**config.mk**
```make
export PLATFORM = sky130hd
export DESIGN_NAME = phase_sequencer
export DESIGN_NICKNAME = d
export VERILOG_FILES = /design/src/rtl/phase_sequencer.sv
export SDC_FILE = /design/constraint.sdc
export NUM_CORES = 1
export LEC_CHECK = 0
export ABC_AREA = 0
export CAP_MARGIN = 30
export CELL_PAD_IN_SITES_DETAIL_PLACEMENT = 2
export CELL_PAD_IN_SITES_GLOBAL_PLACEMENT = 2
export CORE_AREA = 2 2 67 69
export CTS_BUF_LIST = sky130_fd_sc_hd__clkbuf_8
export CTS_CLUSTER_DIAMETER = 60
export DETAILED_ROUTE_END_ITERATION = 8
export DIE_AREA = 0 0 69 71
export GPL_TIMING_DRIVEN = 0
export PLACE_DENSITY_LB_ADDON = 0.1
export SYNTH_ARGS = -nofsm -noshare
export SYNTH_HDL_FRONTEND = slang
export SYNTH_SLANG_ARGS = --single-unit
export TNS_END_PERCENT = 20
```
**constraint.sdc**
```tcl
create_clock -name clock -period 1.99 [get_ports clock]
set_input_delay 0.398 -clock clock [delete_from_list [all_inputs] [get_ports clock]]
set_output_delay 0.398 -clock clock [all_outputs]
set_load 0.005 [all_outputs]
```
**src/rtl/phase_sequencer.sv**
```systemverilog
// Instruction phase sequencer: rotates a one-hot stage enable through NPHASE
// phases per instruction, counts retired instructions and handles halt/branch flush.
module phase_sequencer #(
    parameter int NPHASE = 5,
    parameter int CNTW   = 16
) (
    input  logic              clock,
    input  logic              reset,
    input  logic              start,
    input  logic              stall,
    input  logic              halt_in,
    input  logic              pcsrc,
    output logic [NPHASE-1:0] phase,
    output logic              flush,
    output logic              running,
    output logic              halted,
    output logic [CNTW-1:0]   instr_count
);

    typedef enum logic [1:0] {
        IDLE = 2'd0,
        RUN  = 2'd1,
        HALT = 2'd2
    } state_t;

    localparam logic [NPHASE-1:0] PHASE_FIRST = {{(NPHASE-1){1'b0}}, 1'b1};
    localparam logic [CNTW-1:0]   CNT_ONE     = {{(CNTW-1){1'b0}}, 1'b1};

    state_t            state_q, state_next;
    logic [NPHASE-1:0] phase_q, phase_d;
    logic [CNTW-1:0]   count_q, count_d;
    logic              flush_q, flush_d;
    logic              running_q, running_d;
    logic              halted_q, halted_d;
    logic [NPHASE-1:0] phase_rot;
    logic              last_phase;

    assign phase_rot  = {phase_q[NPHASE-2:0], phase_q[NPHASE-1]};
    assign last_phase = phase_q[NPHASE-1];

    always_ff @(posedge clock or negedge reset) begin
        if (!reset) begin
            state_q   <= IDLE;
            phase_q   <= '0;
            count_q   <= '0;
            flush_q   <= 1'b0;
            running_q <= 1'b0;
            halted_q  <= 1'b0;
        end else begin
            state_q   <= state_next;
            phase_q   <= phase_d;
            count_q   <= count_d;
            flush_q   <= flush_d;
            running_q <= running_d;
            halted_q  <= halted_d;
        end
    end

    // A halt request only takes effect at the un-stalled last phase of an instruction.
    always_comb begin
        state_next = state_q;
        case (state_q)
            IDLE:    if (start) state_next = RUN;
            RUN:     if (!stall && last_phase && halt_in) state_next = HALT;
            HALT:    if (start) state_next = RUN;
            default: state_next = IDLE;
        endcase
    end

    always_comb begin
        phase_d = phase_q;
        count_d = count_q;
        flush_d = 1'b0;
        case (state_q)
            IDLE, HALT: begin
                phase_d = '0;
                if (start) begin
                    phase_d = PHASE_FIRST;
                    count_d = '0;
                end
            end
            RUN: begin
                if (!stall) begin
                    if (last_phase) begin
                        count_d = count_q + CNT_ONE;
                        if (halt_in) begin
                            phase_d = '0;
                        end else begin
                            phase_d = phase_rot;
                            flush_d = pcsrc;
                        end
                    end else begin
                        phase_d = phase_rot;
                    end
                end
            end
            default: begin
                phase_d = '0;
                count_d = '0;
            end
        endcase
        running_d = (state_next == RUN);
        halted_d  = (state_next == HALT);
    end

    assign phase       = phase_q;
    assign flush       = flush_q;
    assign running     = running_q;
    assign halted      = halted_q;
    assign instr_count = count_q;

endmodule
```
==> impl_results.md, run 1 <==
- DR pass1 iterations: 4
- # DRC: 0
- Total number of vias: 1,120
- Area of the multi-input gates: 597 um^2
- Dpl cells: 209
- Placed Area: 0.00163 mm^2
- # hold bufs at CTS: 0
- Layout cell share with drive strength beyond 1: 9.88%
- Worst VDD drop: 0.398 mV
- CTS tree: done
- First-pass GRT wire length: 6320 um
- Commonest non-fill, non-tap cell in the layout: clkdlybuf4s50_1
- Post-synth cell types: 35
- Mux cell area share after synthesis: 2.60%
- Reg area: 653 um^2
- XOR/XNOR Fraction of Synth Area: 2.80%
- Slew Limit Headroom: 66.1%
- Post-synthesis sequential area ratio: 52.0%
- Nets: 170
- FF-to-FF Start: state_q[0]
- Iteration-0 DRC Markers: 15
- Syn Std Cell Area: 0.00125 mm^2
- Vias per inst: 5.23
- Final worst slack: 0.0886 ns
- Hold WC Path Type: in -> async
- Final Hold Vio Count: 0
- Num CTS Buffers: 3
- PwrDens: 848 mW/mm^2
- Die area: 0.00490 mm^2
- Fin cells: 214
- GP Congestion: 0.724
- FMAX: 0.526 GHz
- CTS Sinks: 26
- I/O pin cnt: 30
- CORE AREA: 0.00420 mm^2
- DIE HEIGHT: 71 um
- CTS Buffer Depth: 2
- Final instance area: 0.00174 mm^2
- CP Class: reg -> reg
- Total nets after synthesis: 134
- Reg clk slew, reported paths: 0.10 ns
- DR WL/cell: 16.9 um
- Total power: 1480 uW
- Worst Setup End Kind: register
- Die width: 69 um
- Worst-Margin Slew: 0.507 ns
- Clock Latency Late Sink: 0.27 ns
- Flop2flop setup slack: 0.09 ns
- Clock skew: 0.00611 ns
- Syn Inst Count: 127
- Half-perimeter wire length after placement: 2590 um
- N_diodes: 0
- Fin crit period: 1.90 ns
- Final setup fails: 0
- # H-tree levels: 1
- Tcrit/Tclk final: 95.5%
- Synth Area in Compound Gates: 17.7%
- Largest family of logic cells by synthesized area: simple AND/OR/NAND/NOR gates
- Simple-gate portion of the synthesized area: 21.4%
- Leak Pwr: 0.000682 uW
- Max-Cap Viols: 0
- Post-Route WL: 3620 um
- Status: finished clean
- Worst Path Arrival: 2.10 ns
- Initial antenna violation count: 0
- # fillers: 457
- Total Routing Usage GR: 15.9%
- # rows: 24
- Reg2reg end: instr_count[14]
- Most frequent cells in the layout: 27 x clkdlybuf4s50_1, 24 x dfrtp_1, 12 x a21oi_1, 11 x nand2_1, 11 x o21ai_0
- Slew Limit Fails: 0
- FF-to-FF path depth: 4
- P&R area growth vs syn: 39.4%
- WP data required: 2.19 ns
- Largest net degree at the start of global routing: 20
- Final Util: 41.5%
- Adder-Cell Fraction of Synth Area: 1.00%
- Vias in the first global route: 1,259
- Dpl ws: -0.395 ns
- Root buffer cell: clkbuf_8
- Port buffer count: 29
- Synth area leaders: dfrtp_1 52%, a21oi_1 5.2%, o21ai_0 4.4%
- Top cell type's share of synthesized area: 52.0%
- Crit-path max FO: 9
- Critical Path Start Type: register
- Yosys top cell by area: dfrtp_1
- Unrepaired setup endpoints after global routing: false
- Total gr overflow: 0
- Synth Warn #: 0
- Avg Cell Area, Syn: 9.85 um^2
- Starting density of the core: 29.8%
- Antenna-violating nets left: 0
- FF+latch count, synth: 26
[timing repair]
action | in CTS | in global routing
pin swaps | 1 | 1
gates resized for setup | 5 | 6
setup endpoints to repair | 6 | 4
buffers inserted | 1 | 0
[cell usage after synthesis]
master    count
o21ai_1       1
ha_1          1
nor3b_1       1
xor2_1        1
nand3_1       3
nor3_1        1
or4_1         2
o22ai_1       1
dfrtp_1      26
and3b_1       1
o21ai_0      11
a211oi_1      1
clkbuf_1      3
or3_1         6
nor2_1        6
nor4_1        1
mux2i_1       1
a22o_1        3
or2b_1        1
and4_1        1
o31ai_1       3
nor2b_1       3
xnor2_1       3
a31oi_1       1
nand3b_1      4
mux2_2        2
nand2_1      11
inv_1         4
nand4_1       4
a2111o_1      1
a211o_1       1
buf_2         1
a21oi_1      13
nand2b_1      3
a21boi_0      1
[routing by layer]
| metal | global-route usage (%) | vias to the layer above | wire [um] |
|---|---|---|---|
| li1 | - | 530 | - |
| met1 | 20.2 | 570 | 1560 |
| met2 | 28.7 | 18 | 1940 |
| met3 | 2.14 | 2 | 104 |
| met4 | 3.92 | 0 | 24 |
| met5 | 0 | - | 0 |
[how the worst max path moves through the flow]
stage / startpoint / endpoint / slack, ns
floorplan: instr_count[0] / instr_count[14] / 0.26
global placement: stall / instr_count[13] / -0.36
detailed placement: stall / instr_count[14] / -0.39
CTS: stall / instr_count[14] / 0.04
global route: state_q[0] / instr_count[13] / 0.01
finish: state_q[0] / instr_count[14] / 0.09
[through the flow]
stage | TNS, ns | hold WS [ns]
floorplan | 0 | 0.102
global placement | -2.28 | 0.512
detailed placement | -2.71 | 0.510
CTS | 0 | 0.472
global route | 0 | 0.485
finish | 0 | 0.464
[worst max-delay path, stage by stage (launching register included)]
cell     delay, ns
dfrtp_1       0.47
nor2b_1       0.25
a211o_4       0.40
or4_1         0.54
a21oi_1       0.16
[sequential cells by signal, indices dropped and copies added (netlist names)]
signal       cells
running          1
flush            1
state_q          2
phase            5
instr_count     16
halted           1
[layout make-up]
| cell class | instances | area share (%) |
|---|---|---|
| clock inverter | 1 | 1.72 |
| multi-input combinational | 93 | 34.2 |
| timing repair buffer | 31 | 18.7 |
| inverter | 4 | 0.861 |
| buffer | 4 | 0.933 |
| sequential | 26 | 37.4 |
| clock buffer | 3 | 2.37 |
| tap | 52 | 3.73 |
[logic make-up (layout without fill, tap and decap cells)]
| family | Yosys count | count (layout) |
|---|---|---|
| adder cells (fa/ha/maj) | 1 | 1 |
| XOR/XNOR | 4 | 4 |
| multiplexers | 3 | 3 |
| AO/OA/AOI/OAI | 37 | 37 |
| AND/OR/NAND/NOR | 48 | 48 |
| flip-flops | 26 | 26 |
| buffers and inverters | 8 | 43 |
[power breakdown]
part / switching (uW) / leakage, uW / internal [uW]
clock network: 169 / 0.0000357 / 269
logic: 178 / 0.000299 / 194
registers: 72.5 / 0.000348 / 597
(Power assumes the default switching activity.)
==> run 2: changes to the inputs <==
- ABC_CLOCK_PERIOD_IN_PS: default -> 1990
==> results of run 2 <==
Same layout as run 1: the final DEF is identical, and so are final timing and power.
==> run 3: changes to the inputs <==
- CORE_AREA: 2 2 67 69 -> 2 2 57 81
- DIE_AREA: 0 0 69 71 -> 0 0 59 83
- PLACE_DENSITY_LB_ADDON: 0.1 -> 0.2
==> impl_results.md, run 3 (synthesis gave the netlist of run 1 again) <==
- First-pass GRT wire length: 6240 um
- PwrDens: 783 mW/mm^2
- Die area: 0.00490 mm^2
- CP max stage cell: dfrtp_1
- N_diodes: 0
- Sequential share of power: 49.0%
- Total Routing Usage GR: 16.8%
- Layout cell share with drive strength beyond 1: 10.8%
- Port buffer count: 29
- Total gr overflow: 0
- Worst Path Arrival: 2.10 ns
- Leak Pwr: 0.000698 uW
- CP Cell Sequence: ha_4 > nand4_1 > a211o_4 > buf_4 > or3_1 > a21oi_1
- Fin crit period: 1.91 ns
- NetSw: 425 uW
- Max-Cap Viols: 0
- DR pass1 iterations: 3
- Tcrit/Tclk final: 96.2%
- Slew Limit Fails: 0
- CORE AREA: 0.00413 mm^2
- Clock Latency Late Sink: 0.27 ns
- Dpl cells: 202
- Iteration-0 DRC Markers: 23
- Antenna-violating nets left: 0
- Worst VDD drop: 0.370 mV
- CP bufs+invs: 1
- Worst-Margin Slew: 0.683 ns
- Clock skew: 0.00643 ns
- Post-Route WL: 3730 um
- # DRC: 0
- Cell family with most CP delay: compound AO/OA/AOI/OAI gates
- Vias in the first global route: 1,234
- Starting density of the core: 30.3%
- Most frequent cells in the layout: 27 x clkdlybuf4s50_1, 25 x dfrtp_1, 13 x a21oi_1, 11 x nand2_1, 11 x o21ai_0
- Status: finished clean
- Final Hold Vio Count: 0
- Reg area: 652 um^2
- Num CTS Buffers: 3
- I/O pin cnt: 30
- Worst Setup End Kind: register
- Nets: 176
- Area of the multi-input gates: 598 um^2
- Max reg flops: 16
- CP Class: reg -> reg
- # rows: 28
- P&R area growth vs syn: 39.9%
- Int Pwr: 945 uW
- Hold WC Path Type: in -> async
- Root buffer cell: clkbuf_8
- GP Congestion: 0.796
- Switching share of power: 31.1%
- Setup TNS: 0 ns
- # fillers: 461
- Largest stage delay, worst path: 0.46 ns
- Commonest non-fill, non-tap cell in the layout: clkdlybuf4s50_1
- DR WL/cell: 17.6 um
- FMAX: 0.522 GHz
- Largest net degree at the start of global routing: 16
- DIE HEIGHT: 83 um
- Die width: 59 um
- Critical Path Start Type: register
- Vias per inst: 5.45
- Logic pwr share: 29.3%
- # hold bufs at CTS: 0
- # H-tree levels: 1
- Total number of vias: 1,155
- CTS Sinks: 26
- Initial antenna violation count: 0
- Crit-path max FO: 6
- Slew Limit Headroom: 54.3%
- WP data required: 2.18 ns
- Fin cells: 212
- Reg clk slew, reported paths: 0.09 ns
- CTS tree: done
- Flop2flop setup slack: 0.08 ns
- Half-perimeter wire length after placement: 2740 um
- Final setup fails: 0
- CTS Buffer Depth: 2
- Clk pwr share: 21.7%
## run 3: final timing paths
path	startpoint	end	cells after the start
min in group clock	instr_count[15]	instr_count[15]	2
setup / recovery	instr_count[0]	instr_count[8]	6
hold / removal	reset	phase[4]	1
max in group asynchronous	reset	instr_count[6]	2
setup reg to reg	instr_count[0]	instr_count[8]	6
hold reg to reg	instr_count[15]	instr_count[15]	2
## run 3: cell type report
| type | instances | area share (%) |
|---|---|---|
| Timing Repair Buffer | 37 | 21.2 |
| Inverter | 4 | 0.858 |
| Buffer | 4 | 0.929 |
| Sequential cell | 26 | 37.2 |
| Clock buffer | 3 | 2.36 |
| Tap cell | 45 | 3.22 |
| Multi-Input combinational cell | 93 | 34.2 |
## run 3: power by group through the flow
stage	sequential, uW	combinational [uW]	clock (uW)
floorplan	666	164	0
global placement	670	357	0
detailed placement	675	377	0
CTS	669	383	310
global route	686	446	328
finish	671	401	298
## run 3: per-stage QoR
stage                     hold slack (ns)  power [uW]  instance area (um^2)  setup WS, ns  utilization (%)
after floorplan                     0.102         830                  1250         0.264                -
after global placement              0.511        1030                  1600        -0.321             38.7
after detailed placement            0.547        1050                  1630        -0.402             39.3
after CTS                           0.557        1360                  1700        0.0450             41.0
after global routing                0.544        1460                  1750       -0.0104             42.3
final                               0.538        1370                  1750        0.0760             42.3
## run 3: layer usage
| metal | vias up | track usage [%] | part of all wire [%] |
|---|---|---|---|
| met5 | - | 0 | 0 |
| met4 | 0 | 7.85 | 3.1 |
| met3 | 8 | 1.40 | 2.4 |
| met2 | 23 | 28.9 | 54 |
| met1 | 581 | 20.3 | 40 |
| li1 | 543 | - | - |
## run 3: timing repair
action | 4_1_cts | 5_1_grt
endpoints found under the setup margin | 4 | 4
resized for setup | 5 | 4
hold endpoints to repair | 0 | 0
pin swaps | 1 | 3
buffers inserted | 2 | 5
